$ cat src/rtl/mem_port_arbiter_pkg.sv
// Shared constants for the RAM port arbiter: FSM encodings, owner codes and
// the width helper for the starvation counter.
package mem_port_arbiter_pkg;

  localparam logic [1:0] ST_IDLE   = 2'd0;
  localparam logic [1:0] ST_ACCESS = 2'd1;
  localparam logic [1:0] ST_ACK    = 2'd2;

  localparam logic OWNER_CPU = 1'b0;
  localparam logic OWNER_LDR = 1'b1;

  // Bits needed to hold 0..lim inclusive.
  function automatic int cnt_width(input int lim);
    return (lim < 1) ? 1 : $clog2(lim + 1);
  endfunction

endpackage

$ cat src/rtl/mem_port_arbiter_arb_pick.sv
// Combinational fairness rule: picks the IDLE-cycle winner and computes the
// next starvation count. CPU has priority until the loader has waited STARVE_LIM grants.
module arb_pick
  import mem_port_arbiter_pkg::*;
#(
  parameter int STARVE_LIM = 4,
  parameter int CNT_W      = 3
) (
  input  logic             idle,
  input  logic             cpu_req,
  input  logic             ldr_req,
  input  logic [CNT_W-1:0] starve_cnt,
  output logic             grant,
  output logic             winner,
  output logic [CNT_W-1:0] starve_next
);

  localparam logic [CNT_W-1:0] LIM = CNT_W'(STARVE_LIM);

  always_comb begin
    grant       = 1'b0;
    winner      = OWNER_CPU;
    starve_next = starve_cnt;
    if (idle) begin
      if (cpu_req && (!ldr_req || (starve_cnt < LIM))) begin
        grant  = 1'b1;
        winner = OWNER_CPU;
      end else if (ldr_req) begin
        grant  = 1'b1;
        winner = OWNER_LDR;
      end
      // A loader grant or an idle loader resets the count; CPU wins over a waiting loader add one.
      if (grant && (winner == OWNER_LDR)) begin
        starve_next = '0;
      end else if (!ldr_req) begin
        starve_next = '0;
      end else if (grant && (starve_cnt < LIM)) begin
        starve_next = starve_cnt + CNT_W'(1);
      end
    end
  end

endmodule

$ cat src/rtl/mem_port_arbiter.sv
// Shares one single-port RAM between the CPU and the loader/debug port.
// Each request is one IDLE -> ACCESS -> ACK pass; all RAM pins and acks are registered.
module mem_port_arbiter
  import mem_port_arbiter_pkg::*;
#(
  parameter int ADDR_W     = 8,
  parameter int DATA_W     = 16,
  parameter int RD_LAT     = 1,
  parameter int STARVE_LIM = 4
) (
  input  logic              clk,
  input  logic              rst_n,
  input  logic              cpu_req,
  input  logic              cpu_we,
  input  logic [ADDR_W-1:0] cpu_addr,
  input  logic [DATA_W-1:0] cpu_wdata,
  output logic              cpu_ack,
  output logic [DATA_W-1:0] cpu_rdata,
  input  logic              ldr_req,
  input  logic              ldr_we,
  input  logic [ADDR_W-1:0] ldr_addr,
  input  logic [DATA_W-1:0] ldr_wdata,
  output logic              ldr_ack,
  output logic [DATA_W-1:0] ldr_rdata,
  output logic              ram_rw,
  output logic [ADDR_W-1:0] ram_addr,
  output logic [DATA_W-1:0] ram_wdata,
  input  logic [DATA_W-1:0] ram_rdata,
  output logic              owner
);

  localparam int CNT_W = cnt_width(STARVE_LIM);
  localparam int LAT_W = $clog2(RD_LAT + 1);

  // Handshake: a requester holds req with we/addr/wdata stable until it sees
  // its ack high for one cycle, then drops req; a req still high is a new request.
  logic [1:0]       state;
  logic [LAT_W-1:0] lat_cnt;
  logic             we_q;
  logic [CNT_W-1:0] starve_cnt;
  logic [CNT_W-1:0] starve_next;
  logic             grant;
  logic             winner;

  arb_pick #(
    .STARVE_LIM (STARVE_LIM),
    .CNT_W      (CNT_W)
  ) u_pick (
    .idle        (state == ST_IDLE),
    .cpu_req     (cpu_req),
    .ldr_req     (ldr_req),
    .starve_cnt  (starve_cnt),
    .grant       (grant),
    .winner      (winner),
    .starve_next (starve_next)
  );

  always_ff @(posedge clk or negedge rst_n) begin
    if (!rst_n) begin
      state      <= ST_IDLE;
      lat_cnt    <= '0;
      we_q       <= 1'b0;
      starve_cnt <= '0;
      cpu_ack    <= 1'b0;
      ldr_ack    <= 1'b0;
      cpu_rdata  <= '0;
      ldr_rdata  <= '0;
      ram_rw     <= 1'b0;
      ram_addr   <= '0;
      ram_wdata  <= '0;
      owner      <= OWNER_CPU;
    end else begin
      starve_cnt <= starve_next;
      case (state)
        ST_IDLE: begin
          if (grant) begin
            ram_addr  <= (winner == OWNER_LDR) ? ldr_addr  : cpu_addr;
            ram_wdata <= (winner == OWNER_LDR) ? ldr_wdata : cpu_wdata;
            ram_rw    <= (winner == OWNER_LDR) ? ldr_we    : cpu_we;
            we_q      <= (winner == OWNER_LDR) ? ldr_we    : cpu_we;
            owner     <= winner;
            lat_cnt   <= LAT_W'(RD_LAT - 1);
            state     <= ST_ACCESS;
          end
        end
        ST_ACCESS: begin
          if (we_q) begin
            ram_rw  <= 1'b0;
            cpu_ack <= (owner == OWNER_CPU);
            ldr_ack <= (owner == OWNER_LDR);
            state   <= ST_ACK;
          end else if (lat_cnt == '0) begin
            if (owner == OWNER_LDR) ldr_rdata <= ram_rdata;
            else                    cpu_rdata <= ram_rdata;
            cpu_ack <= (owner == OWNER_CPU);
            ldr_ack <= (owner == OWNER_LDR);
            state   <= ST_ACK;
          end else begin
            lat_cnt <= lat_cnt - LAT_W'(1);
          end
        end
        ST_ACK: begin
          cpu_ack <= 1'b0;
          ldr_ack <= 1'b0;
          state   <= ST_IDLE;
        end
        default: begin
          cpu_ack <= 1'b0;
          ldr_ack <= 1'b0;
          ram_rw  <= 1'b0;
          state   <= ST_IDLE;
        end
      endcase
    end
  end

endmodule

$ cat config.mk
export PLATFORM = sky130hd
export DESIGN_NAME = mem_port_arbiter
export DESIGN_NICKNAME = d
export VERILOG_FILES = /design/src/rtl/mem_port_arbiter_pkg.sv /design/src/rtl/mem_port_arbiter_arb_pick.sv /design/src/rtl/mem_port_arbiter.sv
export SDC_FILE = /design/constraint.sdc
export NUM_CORES = 1
export LEC_CHECK = 0
export CAP_MARGIN = 20
export CORE_MARGIN = 2
export CORE_UTILIZATION = 37
export DETAILED_ROUTE_END_ITERATION = 7
export GPL_TIMING_DRIVEN = 0
export HOLD_SLACK_MARGIN = 0.06
export PLACE_DENSITY_LB_ADDON = 0.05
export SLEW_MARGIN = 20
export SYNTH_ARGS = -nofsm -noshare
export SYNTH_HDL_FRONTEND = slang
export SYNTH_SLANG_ARGS = --single-unit
export TNS_END_PERCENT = 5
$ cat constraint.sdc
create_clock -name clk -period 1.5 [get_ports clk]
set_input_delay 0.3 -clock clk [delete_from_list [all_inputs] [get_ports clk]]
set_output_delay 0.3 -clock clk [all_outputs]
set_load 0.01 [all_outputs]
==> impl_metrics.env, run 1 <==
export IMPL_run_status="finished, violations left"
export IMPL_violations_in_the_final_reports="negative setup slack"
export IMPL_synthesized_area_fraction_occupied_by_and_or_nand_nor_cells_pct=8.91
export IMPL_power_static_leakage_nw=2.07
export IMPL_finalNetCount=470
export IMPL_vias=2542
export IMPL_fmaxAchievable_ghz=0.640
export IMPL_max_cap_violations=0
export IMPL_synth_cells_most_frequent="dfrtp_1 (66), mux2_2 (32), o21ai_0 (27), a21oi_1 (25)"
export IMPL_antenna_violations_before_repair=0
export IMPL_synth_top_cell_area_share_pct=57.9
export IMPL_synth_compound_area_share_pct=15.6
export IMPL_crit_slowest_cell="dfrtp_1"
export IMPL_synthMuxAreaShare_pct=13.3
export IMPL_drt_first_iter_violations=84
export IMPL_max_vdd_ir_drop_mv=0.556
export IMPL_detail_route_first_pass_iterations=5
export IMPL_synth_enable_flop_cells=0
export IMPL_adder_and_majority_gate_portion_of_the_synthesized_area_pct=0.439
export IMPL_finalWorstPathRequiredPeriod_ns=1.56
export IMPL_die_height_um=91.8
export IMPL_postLayoutCoreUtil_pct=61.0
export IMPL_clk_pin_slew_ns=0.07
export IMPL_cts_sinks=66
export IMPL_fin_cells=506
export IMPL_seq_area_frac_synth_pct=57.9
export IMPL_synth_cell_types=27
export IMPL_grt_ovfl_total=0
export IMPL_post_route_worst_setup_slack_ns=-0.0626
export IMPL_antennaDiodeCount=0
export IMPL_finalSetupTns_ns=-1.00
export IMPL_worst_setup_path_end_kind="flip-flop"
export IMPL_synth_xor_xnor_area_share_pct=0
export IMPL_post_dp_cell_area_um2=4290
export IMPL_first_global_vias=2509
export IMPL_die_x_um=91.8
export IMPL_slew_limit_headroom_pct=73.2
export IMPL_worst_pin_slew_ns=0.401
export IMPL_final_antenna_net_count=0
export IMPL_vias_per_cell=5.02
export IMPL_synth_net_count=320
export IMPL_layout_area_overhead_vs_synth_pct=62.8
export IMPL_largest_family_of_logic_cells_by_synthesized_area="compound AO/OA/AOI/OAI gates"
export IMPL_multiInputGateArea_um2=1190
export IMPL_rsz0062_at_grt="yes"
export IMPL_tritoncts="yes"
export IMPL_syn_instance_count=249
export IMPL_floorplan_die_area_um2=8420
export IMPL_fillerInstances=684
export IMPL_route_final_wire_length_um=8060
export IMPL_synth_area_leaders="dfrtp_1 (58%), mux2_2 (13%), a31oi_1 (5.3%)"
export IMPL_critPathRequiredTime_ns=1.71
export IMPL_count_of_final_hold_check_violations=0
export IMPL_final_setup_viol_count=26
export IMPL_synthesis_area_per_instance_um2=11.4
export IMPL_hpwl_um=5400
export IMPL_worst_path_largest_cell_delay_ns=0.38
export IMPL_ys_ff_latch=66
export IMPL_maxSlewViolCount=0
export IMPL_cp_arrival_ns=1.78
export IMPL_post_synth_instance_area_um2=2850
export IMPL_drive_above_1_share_pct=21.3
export IMPL_largest_net_degree_at_the_start_of_global_routing=55
export IMPL_post_route_total_power_mw=8.44
export IMPL_synth_warnings=0
export IMPL_post_route_drc_count=0
export IMPL_dp_cells=481
export IMPL_synth_top_area_cell="dfrtp_1"
export IMPL_final_period_utilization_pct=104
export IMPL_port_buffers=129
export IMPL_holdCritPathClass="primary input to async pin"
export IMPL_asyncSetResetFlopFracSynth_pct=100
export IMPL_gpl_final_weighted_congestion=0.730
export IMPL_layout_area_seq_um2=1650
export IMPL_critical_path_maximum_fanout=5
export IMPL_cts_max_path_buffers=2
export IMPL_layout_cell_area_non_filler_um2=4640
export IMPL_synthMostInstantiatedCell="dfrtp_1"
export IMPL_ys_flop_type="dfrtp_1"
export IMPL_clk_insertion_delay_late_ns=0.33
export IMPL_worstSetupPathType="flip-flop to flip-flop"
export IMPL_p_per_area_nw_per_um2=1820
export IMPL_core_area_um2=7610
export IMPL_worst_setup_path_start_kind="flip-flop"
export IMPL_max_clock_skew_ns=0.00734
export IMPL_critPathTopFamily="simple AND/OR/NAND/NOR gates"
export IMPL_routedWlPerCell_um=15.9
export IMPL_pin_count=130
export IMPL_h_tree_levels=3
export IMPL_cp_num_buf_inv=1
export IMPL_path_cells="and2b_1 -> nor3b_4 -> buf_6 -> mux2_4"
export IMPL_grt_pass1_wl_um=12400
export IMPL_groute_usage_overall_pct=18.9
export IMPL_tritoncts_num_buffers=9
export IMPL_std_cell_rows=32
export IMPL_initial_core_util_pct=37.5
export IMPL_cts_root_buf="clkbuf_8"
[cell usage in the layout, fill, tap and decap left out, types with 3 or more instances in the layout]
| cell | count |
|---|---|
| dlygate4sd2_1 | 60 |
| clkdlybuf4s50_1 | 66 |
| clkbuf_8 | 12 |
| buf_2 | 3 |
| nand2_1 | 6 |
| mux2_4 | 24 |
| dfrtp_1 | 64 |
| nand3_1 | 24 |
| clkbuf_2 | 8 |
| buf_4 | 11 |
| o21ai_0 | 27 |
| a21oi_1 | 25 |
| nor2_1 | 4 |
| mux2_2 | 8 |
| buf_6 | 6 |
| a31oi_1 | 24 |
[logic make-up (layout without fill, tap and decap cells)]
| group | after synthesis | after routing |
|---|---|---|
| AOI/OAI and AO/OA | 80 | 80 |
| adders and majority gates | 1 | 1 |
| buffers and inverters | 23 | 178 |
| DFF | 66 | 66 |
| muxes | 34 | 34 |
| and+or+nand+nor | 45 | 45 |
[what timing repair did]
action                                 in CTS  in global routing
hold buffers                                1                  0
setup endpoints to repair                 122                 56
endpoints found under the hold margin      12                  0
pin swaps                                   1                  0
gates cloned                                1                  0
resized for setup                          81                 41
buffers inserted                            8                  0
[final timing paths]
| kind | startpoint | end | slack (ns) | cells after the start |
|---|---|---|---|---|
| worst max-delay path | state[1] | cpu_rdata[7] | -0.06 | 4 |
| worst min-delay path | rst_n | ldr_rdata[6] | 0.35 | 2 |
| worst max register to register | state[1] | cpu_rdata[7] | -0.06 | 4 |
| worst min register to register | starve_cnt[1] | starve_cnt[1] | 0.47 | 2 |
| max in group asynchronous | rst_n | owner | 0.61 | 3 |
| min in group clk | cpu_req | starve_cnt[2] | 0.36 | 3 |
[power by group]
group | total [mW] | leakage, nW | switching [mW] | internal, mW
Combinational | 3.90 | 1.20 | 1.73 | 2.17
Clock | 1.40 | 0.0944 | 0.669 | 0.730
Sequential | 3.13 | 0.779 | 0.478 | 2.66
[metrics by stage]
stage | setup WS (ns) | hold WS [ns]
after floorplan | -0.0709 | 0.00441
after global placement | -2.15 | 0.461
after detailed placement | -0.643 | 0.170
after CTS | -0.0540 | 0.345
after global routing | -0.126 | 0.352
final | -0.0626 | 0.350
[final cells by class]
| type | count | share of cell area (%) |
|---|---|---|
| plain buffers | 20 | 2.89 |
| clock buffers | 12 | 3.56 |
| clock inverters | 4 | 0.539 |
| inverters | 2 | 0.162 |
| multi-input cells | 160 | 25.8 |
| flip-flops and latches | 66 | 35.7 |
| well taps | 102 | 2.75 |
| repair buffers | 140 | 28.7 |
[registers in the layout, summed over array words and instances (netlist names)]
name	count
cpu_ack	1
ram_wdata	16
ram_rw	1
cpu_rdata	16
starve_cnt	3
owner	1
ldr_rdata	16
ldr_ack	1
state	2
we_q	1
ram_addr	8
[routing by layer]
layer  global-route usage (%)  part of all wire (%)  vias up
li1                         -                     -     1212
met1                     23.4                    43     1231
met2                     31.0                    49       88
met3                     5.92                   6.8       11
met4                     7.34                   1.7        0
met5                        0                     0        -
Note: power is estimated with default switching activity, not from simulation.
==> inputs of run 2 (changes only) <==
Settings changed: CORE_ASPECT_RATIO set to 1.75.
==> run 2 against run 1 <==
  * The run still ends with negative setup slack left
  * Non-clock buffer count decreased by 5
  * Critical path depth unchanged
  * Clock power increased by 46%
  * Critical endpoint is now cpu_rdata[8]
  * Routed wire length decreased by 0.61%
  * Critical path type unchanged
  * Core utilization increased by 0.85 points
  * Clock skew decreased by 0.00085 ns
  * Highest routed layer unchanged
  * Worst setup slack got worse by 0.0039 ns
  * Global-route usage increased by 0.82 points
==> impl_metrics.env, run 2 (synthesized netlist as in run 1, its figures left out) <==
export IMPL_routedWlPerCell_um=16.5
export IMPL_hpwl_um=5720
export IMPL_detail_route_first_pass_iterations=4
export IMPL_multiInputGateArea_um2=1160
export IMPL_antenna_violations_before_repair=0
export IMPL_grt_pass1_wl_um=13000
export IMPL_run_status="finished, violations left"
export IMPL_slew_limit_headroom_pct=69.5
export IMPL_final_setup_viol_count=34
export IMPL_first_global_vias=2662
export IMPL_part_of_the_total_power_dissipated_in_sequential_elements_pct=35.5
export IMPL_groute_usage_overall_pct=19.8
export IMPL_worstSetupPathType="flip-flop to flip-flop"
export IMPL_layout_cell_area_non_filler_um2=4650
export IMPL_std_cell_rows=42
export IMPL_gpl_final_weighted_congestion=0.746
export IMPL_h_tree_levels=3
export IMPL_tritoncts_num_buffers=9
export IMPL_post_route_drc_count=0
export IMPL_net_switching_power_mw=2.87
export IMPL_cp_num_buf_inv=1
export IMPL_antennaDiodeCount=0
export IMPL_critPathRequiredTime_ns=1.70
export IMPL_worst_pin_slew_ns=0.457
export IMPL_maxSlewViolCount=0
export IMPL_pin_count=130
export IMPL_holdCritPathClass="primary input to async pin"
export IMPL_fin_worst_hold_slack_ns=0.380
export IMPL_vias=2554
export IMPL_max_clock_skew_ns=0.00649
export IMPL_worst_setup_path_end_kind="flip-flop"
export IMPL_grt_ovfl_total=0
export IMPL_tritoncts="yes"
export IMPL_combPwrFrac_pct=41.4
export IMPL_layout_area_seq_um2=1660
export IMPL_rsz0062_at_grt="yes"
export IMPL_post_dp_cell_area_um2=4280
export IMPL_path_cells="and2b_1 -> nor3b_4 -> buf_6 -> mux2_2"
export IMPL_p_per_area_nw_per_um2=1910
export IMPL_power_static_leakage_nw=2.05
export IMPL_finalWorstPathRequiredPeriod_ns=1.57
export IMPL_power_frac_clock_pct=23.1
export IMPL_port_buffers=129
export IMPL_largest_net_degree_at_the_start_of_global_routing=53
export IMPL_vias_per_cell=5.27
export IMPL_pre_cts_ws_ns=-0.757
export IMPL_layout_area_overhead_vs_synth_pct=63.0
export IMPL_fillerInstances=661
export IMPL_finalNetCount=465
export IMPL_critical_path_maximum_fanout=10
export IMPL_drt_first_iter_violations=118
export IMPL_die_height_um=120
export IMPL_drive_above_1_share_pct=19.9
export IMPL_crit_slowest_cell="dfrtp_2"
export IMPL_floorplan_die_area_um2=8450
export IMPL_final_period_utilization_pct=104
export IMPL_initial_core_util_pct=37.9
export IMPL_violations_in_the_final_reports="negative setup slack"
export IMPL_count_of_final_hold_check_violations=0
export IMPL_cts_sinks=66
export IMPL_clk_pin_slew_ns=0.06
export IMPL_cts_root_buf="clkbuf_16"
export IMPL_clk_insertion_delay_late_ns=0.32
export IMPL_largestRegisters="cpu_rdata: 16 flops, ldr_rdata: 16 flops, ram_wdata: 16 flops"
export IMPL_max_vdd_ir_drop_mv=0.889
export IMPL_die_x_um=70.3
export IMPL_max_cap_violations=0
export IMPL_post_route_worst_setup_slack_ns=-0.0665
export IMPL_final_antenna_net_count=0
export IMPL_cp_arrival_ns=1.77
export IMPL_worst_setup_path_start_kind="flip-flop"
export IMPL_sw_frac_of_total_pct=32.3
export IMPL_critPathTopFamily="simple AND/OR/NAND/NOR gates"
export IMPL_core_area_um2=7510
export IMPL_final_common_cell="clkdlybuf4s50_1"
export IMPL_post_route_total_power_mw=8.89
export IMPL_route_final_wire_length_um=8010
export IMPL_postLayoutCoreUtil_pct=61.8
export IMPL_internal_power_mw=6.02
export IMPL_worst_path_largest_cell_delay_ns=0.43
export IMPL_cts_max_path_buffers=2
export IMPL_fmaxAchievable_ghz=0.638
export IMPL_final_cell_mix="clkdlybuf4s50_1 (68), dfrtp_1 (63), dlygate4sd2_1 (59), o21ai_0 (27), a21oi_1 (25)"
## run 2: routing by layer
layer / routed length (um) / GRT usage (%) / part of all wire [%] / up-vias
met5: 0 / 0 / 0 / -
met4: 209 / 9.86 / 2.6 / 0
met3: 385 / 4.28 / 4.8 / 14
met2: 4320 / 35.3 / 54 / 88
met1: 3090 / 21.6 / 39 / 1252
li1: - / - / - / 1200
## run 2: layout make-up
type / instances / share of cell area (%)
clock inverters: 3 / 0.862
plain buffers: 20 / 2.85
clock buffers: 11 / 5.44
repair buffers: 135 / 27.7
well taps: 88 / 2.37
multi-input cells: 160 / 25.0
inverters: 2 / 0.162
flip-flops and latches: 66 / 35.6
## run 2: repair_timing
| action | CTS | global route |
|---|---|---|
| setup endpoints to repair | 122 | 57 |
| setup buffers | 4 | 0 |
| hold buffers | 1 | 0 |
| hold endpoints to repair | 14 | 0 |
| resized for setup | 82 | 19 |
| pin swaps | 1 | 0 |
## run 2: power by group through the flow
stage	clock [mW]	combinational [mW]	sequential [mW]
global route	2.17	3.99	3.28
detailed placement	0	4.03	3.20
finish	2.05	3.68	3.15
global placement	0	3.96	3.18
CTS	2.11	3.60	3.15
floorplan	0	1.43	3.53
## run 2: path summary, 6_finish.rpt
kind / startpoint / to / cells past startpoint / slack [ns]
worst max-delay path: state[1] / cpu_rdata[8] / 4 / -0.07
worst max register to register: state[1] / cpu_rdata[8] / 4 / -0.07
worst min register to register: starve_cnt[1] / starve_cnt[1] / 2 / 0.47
min in group clk: starve_cnt[1] / starve_cnt[1] / 2 / 0.47
worst min-delay path: rst_n / ram_wdata[1] / 2 / 0.38
max in group asynchronous: rst_n / state[0] / 3 / 0.59
## run 2: worst reg2reg max path: stages (launching register included)
cell     delay, ns
dfrtp_2       0.43
and2b_1       0.24
nor3b_4       0.23
buf_6         0.20
mux2_2        0.35
## run 2: per-stage QoR
stage / std cells / TNS [ns]
2_1_floorplan: 249 / -1.42
3_3_place_gp: 466 / -165.75
3_5_place_dp: 467 / -25.28
4_1_cts: 485 / -1.99
5_1_grt: 485 / -4.93
6_report: 485 / -1.06
==> inputs of run 3 (changes only) <==
Settings changed: CELL_PAD_IN_SITES_DETAIL_PLACEMENT set to 1, CELL_PAD_IN_SITES_GLOBAL_PLACEMENT set to 1, CORE_UTILIZATION 37 to 31.
Clock period 1.5 ns to 1.73 ns, I/O delays scaled along.
==> run 3 against run 2 <==
  * The flow now finishes without violations
  * Die area is 18% higher
  * Sequential power down 13%
  * Cell count increased by 7.2%
  * Via count about the same
  * Flip-flop and latch count did not move
  * Register-to-register slack better by 0.13 ns
  * Clock power down 6%
  * Final area grew 1.1%
  * Combinational power is 4% lower
  * First-iteration DRC count fell by 53%
==> impl_metrics.env, run 3 (synthesized netlist as in run 1, its figures left out) <==
export IMPL_run_status="finished, final reports clean"
export IMPL_power_static_leakage_nw=1.90
export IMPL_routedWlPerCell_um=17.1
export IMPL_largest_net_degree_at_the_start_of_global_routing=35
export IMPL_worst_setup_path_start_kind="primary input"
export IMPL_fin_cells=520
export IMPL_critPathRequiredTime_ns=1.97
export IMPL_sw_frac_of_total_pct=31.4
export IMPL_pin_count=130
export IMPL_vias_per_cell=4.91
export IMPL_groute_usage_overall_pct=18.2
export IMPL_cts_sinks=66
export IMPL_max_clock_skew_ns=0.00512
export IMPL_r2r_setup_slk_ns=0.06
export IMPL_tritoncts_num_buffers=9
export IMPL_port_buffers=129
export IMPL_final_setup_viol_count=0
export IMPL_largestRegisters="cpu_rdata: 16 flops, ldr_rdata: 16 flops, ram_wdata: 16 flops"
export IMPL_reg2regPathDepth=5
export IMPL_worst_pin_slew_ns=0.533
export IMPL_tritoncts="yes"
export IMPL_fin_worst_hold_slack_ns=0.498
export IMPL_cts_max_path_buffers=2
export IMPL_initial_core_util_pct=31.7
export IMPL_routedLengthMet1_um=3230
export IMPL_grt_pass1_wl_um=14200
export IMPL_gpl_final_weighted_congestion=0.713
export IMPL_slew_limit_headroom_pct=64.5
export IMPL_drt_first_iter_violations=55
export IMPL_cts_root_buf="clkbuf_16"
export IMPL_worstSetupPathType="primary input to flip-flop"
export IMPL_net_switching_power_mw=2.58
export IMPL_count_of_final_hold_check_violations=0
export IMPL_floorplan_die_area_um2=10000
export IMPL_dp_cells=499
export IMPL_final_antenna_net_count=0
export IMPL_die_height_um=131
export IMPL_clk_insertion_delay_late_ns=0.32
export IMPL_hpwl_um=6780
export IMPL_layout_area_overhead_vs_synth_pct=64.8
export IMPL_rsz0062_at_grt="yes"
export IMPL_combPwrFrac_pct=43.1
export IMPL_post_route_drc_count=0
export IMPL_post_route_total_power_mw=8.22
export IMPL_rr_endpoint="ram_wdata[13]"
export IMPL_holdCritPathClass="flip-flop to flip-flop"
export IMPL_h_tree_levels=3
export IMPL_finalNetCount=466
export IMPL_cp_arrival_ns=1.93
export IMPL_max_vdd_ir_drop_mv=0.942
export IMPL_finalWorstPathRequiredPeriod_ns=1.69
export IMPL_maxSlewViolCount=0
export IMPL_topRoutingLayerUsed="met4"
export IMPL_route_final_wire_length_um=8890
export IMPL_part_of_the_total_power_dissipated_in_sequential_elements_pct=33.4
export IMPL_critical_path_maximum_fanout=10
export IMPL_max_cap_violations=0
export IMPL_die_x_um=76.5
export IMPL_p_per_area_nw_per_um2=1750
export IMPL_internal_power_mw=5.64
export IMPL_final_period_utilization_pct=97.9
export IMPL_r2r_start="state[0]"
export IMPL_core_area_um2=8980
export IMPL_clk_pin_slew_ns=0.06
export IMPL_worstHoldPathCells=2
export IMPL_detail_route_first_pass_iterations=4
export IMPL_fmaxAchievable_ghz=0.590
export IMPL_wl_met2_um=5050
export IMPL_std_cell_rows=46
export IMPL_hold_path_endpoint="starve_cnt[1]"
export IMPL_drive_above_1_share_pct=19.0
export IMPL_min_from="starve_cnt[1]"
export IMPL_final_common_cell="clkdlybuf4s50_1"
export IMPL_final_cell_mix="clkdlybuf4s50_1 (128), dfrtp_1 (65), mux2_2 (32), o21ai_0 (27), a21oi_1 (25)"
export IMPL_first_global_vias=2801
export IMPL_antenna_violations_before_repair=0
export IMPL_power_frac_clock_pct=23.5
export IMPL_grt_ovfl_total=0
export IMPL_antennaDiodeCount=0
export IMPL_worst_setup_path_end_kind="flip-flop"
export IMPL_met3_wirelength_from_detailed_routing_um=470
export IMPL_vias=2555
run 3: per-layer routing:
| metal | vias up | GRT usage, % |
|---|---|---|
| li1 | 1207 | - |
| met1 | 1257 | 18.5 |
| met2 | 84 | 35.0 |
| met3 | 7 | 5.01 |
| met4 | 0 | 7.27 |
| met5 | - | 0 |
run 3: power by group through the flow:
stage | sequential [mW] | clock [mW] | combinational (mW)
3_5_place_dp | 2.78 | 0 | 3.55
6_report | 2.75 | 1.93 | 3.55
3_3_place_gp | 2.75 | 0 | 3.46
4_1_cts | 2.76 | 1.98 | 3.60
5_1_grt | 2.87 | 2.05 | 3.83
2_1_floorplan | 3.06 | 0 | 1.24
run 3: timing repair:
item / CTS / global route
gates cloned: 0 / 0
endpoints found under the hold margin: 33 / 0
hold buffers: 1 / 0
pin swaps: 0 / 1
buffers inserted: 1 / 3
endpoints found under the setup margin: 43 / 30
resized for setup: 11 / 7
run 3: final cells by class:
type,count,area [um^2]
inverter,2,7.51
clock inverter,7,93.8
clock buffer,9,225
buffer,21,115
fill,984,4280
multi-input combinational,160,1100
timing repair buffer,135,1350
sequential,66,1650
tap,120,150
run 3: worst max-delay path, stage by stage:
cell,delay (ns)
clkdlybuf4s50_1,0.50
nand2b_1,0.11
buf_2,0.22
clkbuf_1,0.42
nand3_1,0.14
a31oi_1,0.20
run 3: metrics by stage:
step           setup TNS [ns]  util (%)  area (um^2)  worst slack, ns
6_report                    0      52.3         4700           0.0359
5_1_grt                -0.368      52.3         4700          -0.0678
4_1_cts                -0.925      52.0         4670           -0.101
3_5_place_dp           -13.71      48.0         4310           -0.557
3_3_place_gp          -147.53      47.8         4290            -2.06
2_1_floorplan               0         -         2850            0.159
run 3: how the worst max path moves through the flow:
stage	startpoint	endpoint	slack (ns)	depth (start not counted)
after floorplan	state[1]	cpu_rdata[0]	0.16	4
after CTS	state[1]	cpu_rdata[15]	-0.10	4
final	cpu_req	ram_wdata[13]	0.04	6
after global placement	rst_n	ram_wdata[8]	-2.06	1
after global routing	state[1]	ram_wdata[13]	-0.07	5
after detailed placement	cpu_req	ram_wdata[3]	-0.56	5
